`src/rtl/cpu_pkg.sv`:
```
// Shared constants and next-PC select encoding for the pipelined MIPS core.
package cpu_pkg;

  localparam logic [31:0] RESET_PC  = 32'h8000_0000;
  localparam logic [31:0] ILLOP     = 32'h8000_0004;
  localparam logic [31:0] XADR      = 32'h8000_0008;
  localparam logic [31:0] NOP_INSTR = 32'h0000_0000;

  // PCS_HOLD covers the stall case, where neither PC nor IF/ID moves.
  typedef enum logic [2:0] {
    PCS_SEQ,
    PCS_BR,
    PCS_J,
    PCS_JR,
    PCS_IRQ,
    PCS_EXC,
    PCS_HOLD
  } pc_sel_e;

  // Kernel bit is sticky; the low 31 bits wrap.
  function automatic logic [31:0] pc_inc(input logic [31:0] pc);
    return {pc[31], pc[30:0] + 31'd4};
  endfunction

endpackage

```
`src/rtl/pc_next_sel.sv`:
```
// Next-PC priority encoder: chooses the PC source and computes the next PC and PC+4.
module pc_next_sel
  import cpu_pkg::*;
#(
  parameter logic [31:0] IRQ_VEC = ILLOP,
  parameter logic [31:0] EXC_VEC = XADR
) (
  input  logic [31:0] pc,
  input  logic [3:0]  id_pc_plus4_hi,
  input  logic [25:0] id_instr_index,
  input  logic        stall,
  input  logic        branch_taken,
  input  logic [31:0] branch_target,
  input  logic        jump,
  input  logic        jr,
  input  logic [31:0] jr_target,
  input  logic        except_id,
  input  logic        irq_take,
  output pc_sel_e     sel,
  output logic [31:0] next_pc,
  output logic [31:0] pc_plus4
);

  always_comb begin
    pc_plus4 = pc_inc(pc);
    sel      = PCS_SEQ;
    next_pc  = pc_plus4;
    // An EX-stage branch outranks stall: the stalled ID instruction is wrong-path.
    if (branch_taken) begin
      sel     = PCS_BR;
      next_pc = branch_target;
    end else if (stall) begin
      sel     = PCS_HOLD;
      next_pc = pc;
    end else if (except_id) begin
      sel     = PCS_EXC;
      next_pc = EXC_VEC;
    end else if (jr) begin
      sel     = PCS_JR;
      next_pc = jr_target;
    end else if (jump) begin
      sel     = PCS_J;
      next_pc = {id_pc_plus4_hi, id_instr_index, 2'b00};
    end else if (irq_take) begin
      sel     = PCS_IRQ;
      next_pc = IRQ_VEC;
    end
  end

endmodule

```
`src/rtl/fetch_stage.sv`:
```
// Instruction fetch stage with IF/ID pipeline register.
// Define IRQ_SYNC_EN to pass irq_req through a 2-flop synchronizer.
module fetch_stage #(
  parameter logic [31:0] RESET_PC  = cpu_pkg::RESET_PC,
  parameter logic [31:0] ILLOP     = cpu_pkg::ILLOP,
  parameter logic [31:0] XADR      = cpu_pkg::XADR,
  parameter logic [31:0] NOP_INSTR = cpu_pkg::NOP_INSTR
) (
  input  logic        clk,
  input  logic        reset,
  input  logic        stall,
  input  logic        branch_taken,
  input  logic [31:0] branch_target,
  input  logic        jump,
  input  logic        jr,
  input  logic [31:0] jr_target,
  input  logic        except_id,
  input  logic        irq_req,
  output logic [31:0] imem_addr,
  input  logic [31:0] imem_data,
  output logic [31:0] if_id_instr,
  output logic [31:0] if_id_pc_plus4,
  output logic        if_id_irq,
  output logic        if_id_valid
);

  import cpu_pkg::*;

  logic [31:0] pc_q;
  logic [31:0] instr_q;
  logic [31:0] pc_plus4_q;
  logic        irq_q;
  logic        valid_q;

  logic        irq_level;
  logic        irq_take;
  pc_sel_e     sel;
  logic [31:0] next_pc;
  logic [31:0] pc_plus4;

`ifdef IRQ_SYNC_EN
  logic [1:0] irq_sync_q;

  always_ff @(posedge clk) begin
    if (!reset) begin
      irq_sync_q <= 2'b00;
    end else begin
      irq_sync_q <= {irq_sync_q[0], irq_req};
    end
  end

  assign irq_level = irq_sync_q[1];
`else
  assign irq_level = irq_req;
`endif

  // Kernel mode masks interrupts, so the handler at ILLOP cannot re-enter.
  assign irq_take = irq_level & ~pc_q[31];

  pc_next_sel #(
    .IRQ_VEC (ILLOP),
    .EXC_VEC (XADR)
  ) u_pc_next_sel (
    .pc             (pc_q),
    .id_pc_plus4_hi (pc_plus4_q[31:28]),
    .id_instr_index (instr_q[25:0]),
    .stall          (stall),
    .branch_taken   (branch_taken),
    .branch_target  (branch_target),
    .jump           (jump),
    .jr             (jr),
    .jr_target      (jr_target),
    .except_id      (except_id),
    .irq_take       (irq_take),
    .sel            (sel),
    .next_pc        (next_pc),
    .pc_plus4       (pc_plus4)
  );

  always_ff @(posedge clk) begin
    if (!reset) begin
      pc_q       <= RESET_PC;
      instr_q    <= NOP_INSTR;
      pc_plus4_q <= 32'h0;
      irq_q      <= 1'b0;
      valid_q    <= 1'b0;
    end else begin
      pc_q <= next_pc;
      case (sel)
        PCS_HOLD: ;
        PCS_SEQ: begin
          instr_q    <= imem_data;
          pc_plus4_q <= pc_plus4;
          irq_q      <= 1'b0;
          valid_q    <= 1'b1;
        end
        // Replaced instruction's own address becomes the return point.
        PCS_IRQ: begin
          instr_q    <= NOP_INSTR;
          pc_plus4_q <= pc_q;
          irq_q      <= 1'b1;
          valid_q    <= 1'b1;
        end
        default: begin
          instr_q    <= NOP_INSTR;
          pc_plus4_q <= 32'h0;
          irq_q      <= 1'b0;
          valid_q    <= 1'b0;
        end
      endcase
    end
  end

  assign imem_addr      = pc_q;
  assign if_id_instr    = instr_q;
  assign if_id_pc_plus4 = pc_plus4_q;
  assign if_id_irq      = irq_q;
  assign if_id_valid    = valid_q;

endmodule

```
`config.mk`:
```
export PLATFORM = sky130hd
export DESIGN_NAME = fetch_stage
export DESIGN_NICKNAME = d
export VERILOG_FILES = /design/src/rtl/cpu_pkg.sv /design/src/rtl/pc_next_sel.sv /design/src/rtl/fetch_stage.sv
export SDC_FILE = /design/constraint.sdc
export NUM_CORES = 1
export LEC_CHECK = 0
export BUFFER_PORTS_ARGS = -buffer_cell sky130_fd_sc_hd__buf_2
export CELL_PAD_IN_SITES_DETAIL_PLACEMENT = 1
export CELL_PAD_IN_SITES_GLOBAL_PLACEMENT = 1
export CORE_ASPECT_RATIO = 1.4
export CORE_MARGIN = 1
export CORE_UTILIZATION = 32
export DETAILED_ROUTE_END_ITERATION = 10
export GPL_TIMING_DRIVEN = 0
export PLACE_DENSITY = 0.75
export SLEW_MARGIN = 20
export SYNTH_ARGS = -nofsm -noshare
export SYNTH_HDL_FRONTEND = slang
export SYNTH_SLANG_ARGS = --single-unit
export TNS_END_PERCENT = 30
```
`constraint.sdc`:
```
create_clock -name clk -period 2.1 [get_ports clk]
set_input_delay 0.21 -clock clk [delete_from_list [all_inputs] [get_ports clk]]
set_output_delay 0.21 -clock clk [all_outputs]
set_load 0.01 [all_outputs]
```
# [After elaboration in Yosys (flattened, before gate mapping)]
# Cells that the tools add are included.
[op_classes] addsub=1 eq_ne=3 n_mux=16 bitwise=2 reduce_logical=4
[op_table] op="$mux 32" n=6
[op_table] op="$pmux 32 s3" n=1
[op_table] op="$pmux 32 s2" n=1
[op_table] op="$add 31x3->31 const B" n=1
[op_table] op="$mux 3" n=6
[op_table] op="$eq 3x3->1 const B" n=2
[op_table] op="$reduce_bool 5->1" n=1
[op_table] op="$pmux 1 s2" n=2
[op_table] op="$logic_not 3->1" n=1
[op_table] op="$ne 2x1->1 const B" n=1
[op_table] op="$reduce_and 2->1" n=1
[op_table] op="$reduce_or 2->1" n=1
[op_table] op="$and 1x1->1" n=1
[op_table] op="$not 1->1" n=1
[word_totals] regBits=98 inputBits=104 out_inout_bits=98 word_cells=32

# [Depth between registers and ports, before layout]
[logic_depth] word_depth=11 depth_mapped=8 mapped_depth_nobuf=6

# [By module]
# Synthesis repeated with hierarchy kept, for this count alone.
[unflattened] hier_cells=652 hier_area_um2=5869.4
[by_module_without_submodules] mod="fetch_stage" n_inst=1 cells_per_inst=331 area_each_um2=3837.4 seq_area_each_um2=1961.9
[by_module_without_submodules] mod="pc_next_sel" n_inst=1 cells_per_inst=321 area_each_um2=2031.9 seq_area_each_um2=0.0

# [Least setup slack after synthesis]
# Ideal clock, no wire load.
[synth_timing] path_type="register to register" start="reg pc_q[2], in the netlist imem_addr[2]" end="reg pc_q[18], in the netlist imem_addr[18]" setup_ns=0.091 arrival_ns=2.048 t_required_ns=2.009 path_slack_ns=-0.039 stages_incl_launch_ff=7 path_buffers=0 synth_period_minus_slack_ns=2.139 path_cell_list="dfxtp_1 ha_1 and4_1 nand2_1 or3_1 or4_1 a311oi_1"
[synth_via] elab_chain_cells=7
[synth_lines] element="start, declared" line="fetch_stage.sv:29" rtl="logic [31:0] pc_q;"
[synth_lines] element="start signal, assigned" line="fetch_stage.sv:88" rtl="pc_q <= next_pc;"
[synth_lines] element="$add 31x3->31" line="cpu_pkg.sv:22" rtl="return {pc[31], pc[30:0] + 31'd4};"
[synth_lines] element="$mux 32" line="pc_next_sel.sv:44" rtl="end else if (irq_take) begin"
[synth_lines] element="$mux 32" line="pc_next_sel.sv:41" rtl="end else if (jump) begin"
[synth_lines] element="$mux 32" line="pc_next_sel.sv:38" rtl="end else if (jr) begin"
[synth_lines] element="$mux 32" line="pc_next_sel.sv:35" rtl="end else if (except_id) begin"
[synth_lines] element="$mux 32" line="pc_next_sel.sv:32" rtl="end else if (stall) begin"
[synth_lines] element="$mux 32" line="pc_next_sel.sv:29" rtl="if (branch_taken) begin"
# Every way passes these cells. The select of a mux whose other input is x is not followed.
# A chain may end at the register's enable or synchronous reset.

# [Worst setup path after layout]
[layout_timing] start="reg pc_q[10], in the netlist imem_addr[10]" end="reg pc_plus4_q[29], in the netlist if_id_pc_plus4[29]"
[layout_via] elab_chain_cells=2
[layout_lines] element="$add 31x3->31" line="cpu_pkg.sv:22"
[layout_lines] element="$pmux 32 s3" line="fetch_stage.sv:89" rtl="case (sel)"
[layout_lines] element="end signal, assigned" line="fetch_stage.sv:93" rtl="pc_plus4_q <= pc_plus4;"
[layout_lines] element="end signal, assigned" line="fetch_stage.sv:100" rtl="pc_plus4_q <= pc_q;"
[layout_lines] element="end, declared" line="fetch_stage.sv:31" rtl="logic [31:0] pc_plus4_q;"
# Every way passes these cells.

==> flow_results.org <==
** Finish
- For this run, the number of standard cells in the final layout without fillers is 1145.
- Final net count :: 1043
- Final cell utilization of the core :: 45.1%
- Compared with the post-synthesis result, the final layout area differs by 36.3%.
- The post-route netlist has 31.8% of its cells at a drive strength greater than 1.
- Layout Cell Area excl Fill :: 0.00736 mm²

** Critical path
- CP required :: 2.39 ns
- Startpoint types :: flip-flop
- CP Max Fanout :: 5
- Data arrival time of the critical path :: 2.35 ns
- Kind of capture point of the worst setup path :: flip-flop
- The critical path in this run is classified as flip-flop to flip-flop.

** Die
- Horiz. Die Dim :: 112 µm
- Die extent in y :: 156 µm
- After floorplanning, the core was divided into 55 placement rows.
- Initial cell density of the core :: 33.1%
- In this run the standard cell core region covers 0.0163 mm².
- Area of the die :: 0.0174 mm²
- For this design the top-level I/O count stands at 202.

** Logic synthesis
- Proportion of synthesized chip area in sequential cells :: 36.3%
- Post-synthesis xor/xnor area fraction :: 7.13%
- Syn Nets :: 818
- Proportion of register bits with asynchronous set or reset after synthesis :: 0%
- Proportion of synthesized area in mux cells :: 0%
- Counting every instance in the synthesized netlist gives 713.
- A synthesized cell averages 7.58 µm².
- The synthesized netlist contains 54 unique library cells.
- Fraction of the mapped netlist area in compound gates :: 25.1%
- Simple-gate area share of the yosys netlist :: 24.1%
- Combinational family with the most area after synthesis :: compound AO/OA/AOI/OAI gates
- Ys flop type :: sky130_fd_sc_hd__dfxtp_1
- EDFF count, synth :: 0
- Syn. warnings :: 0
- After Yosys synthesis, full adders, half adders and majority gates account for 0.232% of the synthesized area.
- Post-synthesis instance area :: 0.00540 mm²
- Synth Register Bits :: 98

** Outcome
- Result of the run :: finished with violations
- Violations in the final reports :: design-rule violations

** Place
- Detailed placement ended at an HPWL of 18200 µm.
- Count of placed standard cells including taps :: 1112
- After detailed placement, the total cell area comes to 0.00667 mm².
- Placer's final routability congestion estimate :: 0.856
- Before CTS, the worst setup slack after placement is -0.648 ns.
- Number of buffers added on ports :: 200

** Global route
- Total gr overflow :: 0
- The first global-routing pass estimated 35500 µm of wire.
- The initial antenna violation count was 3.
- The number of global-route vias before repair was 6419.
- Largest net degree at the start of global routing :: 17
- Global Route Usage Sum :: 26.6%

** Route
- Vias per Instance :: 5.46
- # DRC :: 14
- Wires add up to 23600 µm.
- Length of the first detailed-routing pass in iterations :: 8
- Dividing the detail-routed wire length by the instance count gives 20.6 µm.
- Across all layers, the routed design uses 6251 vias.
- Once detail routing completed, the nets flagged for antenna violations numbered 0.
- Number of DRC violations after detailed-routing iteration 0 :: 381

** STA
- Number of endpoints failing setup at the final stage :: 0
- RSZ-0062 raised after global routing :: true
- Shortest clock period the worst path allows after layout :: 2.06 ns
- The final number of hold-violating endpoints came to 0.
- Timing would allow up to 484 MHz.
- Worst slew margin :: 47.2%
- Setup slack closes at 0.0359 ns.
- Hold is met by 0.0917 ns.
- Final Skew :: 0.0113 ns
- Count of pins over their slew limit :: 0
- Worst Max-Slew Pin Slew :: 0.787 ns
- Post-route fraction of the period consumed by the critical path :: 98.3%

** Min path
- Path type of the worst min-delay path :: primary input to flip-flop

** Clock tree
- Buffers inserted during clock tree synthesis total 9.
- The cell sitting at the root of the clock tree is a sky130_fd_sc_hd__clkbuf_16.
- CTS tree :: built
- Number of buffers between clock root and the deepest sink :: 2
- H-tree depth reported by CTS :: 3
- At the later pin of the worst-skew pair, clock insertion delay measures 0.36 ns.
- Clock-pin transition on the worst setup and hold timing paths :: 0.07 ns
- Counting every sink on the clock net gives 98.
- Number of hold buffers added after cts :: 0

** Flow run
- Max-cap violations in this run came to 0.

** Pwr
- Power density normalized to cell area :: 609 mW/mm²
- VDD sags by at most 391 µV.
- Summed over all cells, the static leakage comes to 2.97 nW.
path summary, 6_finish.rpt:
| check | startpoint | endpoint | slack [ns] | depth (start not counted) |
|---|---|---|---|---|
| worst max-delay path | imem_addr[10]$_SDFFE_PN0P_ | if_id_pc_plus4[29]$_SDFFE_PN0P_ | 0.04 | 6 |
| worst min-delay path | imem_data[8] | if_id_instr[8]$_SDFFE_PN0P_ | 0.09 | 3 |
| worst max register to register | imem_addr[10]$_SDFFE_PN0P_ | if_id_pc_plus4[29]$_SDFFE_PN0P_ | 0.04 | 6 |
| worst min register to register | if_id_pc_plus4[21]$_SDFFE_PN0P_ | if_id_pc_plus4[21]$_SDFFE_PN0P_ | 0.45 | 2 |
synthesized netlist by cell type, types with 10 or more instances:
cell type | n | area, µm²
sky130_fd_sc_hd__xnor2_1 | 27 | 236
sky130_fd_sc_hd__nand3_1 | 20 | 100
sky130_fd_sc_hd__dfxtp_1 | 98 | 1960
sky130_fd_sc_hd__nor2_1 | 77 | 289
sky130_fd_sc_hd__a21oi_1 | 32 | 160
sky130_fd_sc_hd__o22ai_1 | 11 | 68.8
sky130_fd_sc_hd__nand2_1 | 107 | 402
sky130_fd_sc_hd__nor3_1 | 18 | 90.1
sky130_fd_sc_hd__o21ai_0 | 73 | 365
sky130_fd_sc_hd__clkbuf_1 | 49 | 184
sky130_fd_sc_hd__nand4_1 | 10 | 62.6
sky130_fd_sc_hd__xor2_1 | 17 | 149
sky130_fd_sc_hd__a221oi_1 | 16 | 140
sky130_fd_sc_hd__a22oi_1 | 40 | 300
kinds of logic (layout without fill, tap and decap cells):
group                    count (synthesis)  count (layout)
AND/OR/NAND/NOR                        279             279
adder cells (fa/ha/maj)                  1               1
AO/OA/AOI/OAI                          213             213
other                                    0               3
XOR/XNOR                                44              44
buffers and inverters                   78             308
flip-flops                              98              98
per-stage QoR:
step	total power (W)	TNS, ns
2_1_floorplan	0.00233	-0.00755
3_3_place_gp	0.00263	-29.08
3_5_place_dp	0.00264	-29.35
4_1_cts	0.00446	-0.0958
5_1_grt	0.00463	-0.104
6_report	0.00448	0
flip-flops by register name (all words and copies together), names as in the netlist:
signal          flops
imem_addr          32
if_id_pc_plus4     32
if_id_valid         1
if_id_irq           1
if_id_instr        32
worst max-delay path, stage by stage, from the launching register on:
cell and delay [ns]:
sky130_fd_sc_hd__dfxtp_4 0.36, sky130_fd_sc_hd__buf_8 0.12, sky130_fd_sc_hd__nand4_4 0.10, sky130_fd_sc_hd__or4_4 0.59, sky130_fd_sc_hd__or4_4 0.46, sky130_fd_sc_hd__a211oi_4 0.23
sky130_fd_sc_hd__o21bai_1 0.13
layout make-up:
cell class / count / area, µm²
fill: 2130 / 8950
multi-input combinational: 537 / 3230
sequential: 98 / 2000
timing repair buffer: 217 / 1150
buffer: 67 / 378
tap: 199 / 249
clock buffer: 10 / 229
clock inverter: 6 / 88.8
inverter: 8 / 30.0
antenna: 3 / 7.51
power by group:
| part | switching, W | total, W | internal (W) |
|---|---|---|---|
| logic | 0.000408 | 0.000685 | 0.000277 |
| registers | 0.0000646 | 0.00197 | 0.00190 |
| clock network | 0.000782 | 0.00183 | 0.00105 |
layer usage:
layer	track usage, %	vias up	routed length (µm)
met1	30.1	2957	9320
met2	47.7	235	11900
met4	12.5	0	949
li1	-	3005	-
met5	0	-	0
met3	5.21	54	1480
timing repair:
action	4_1_cts	5_1_grt
setup endpoints to repair	81	35
pin swaps	0	11
cloned	0	1
resized for setup	37	31
buffers inserted	1	15
cell usage in the layout (no fill, tap or decap), types with 17 or more instances in the layout:
master / instances
sky130_fd_sc_hd__nand2_1: 104
sky130_fd_sc_hd__xor2_1: 17
sky130_fd_sc_hd__nor2_1: 75
sky130_fd_sc_hd__a21oi_1: 31
sky130_fd_sc_hd__dfxtp_1: 80
sky130_fd_sc_hd__xnor2_1: 27
sky130_fd_sc_hd__o21ai_0: 73
sky130_fd_sc_hd__buf_2: 202
sky130_fd_sc_hd__clkbuf_1: 45
sky130_fd_sc_hd__nand3_1: 18
sky130_fd_sc_hd__a22oi_1: 40
Note: power is estimated with default switching activity, not from simulation.
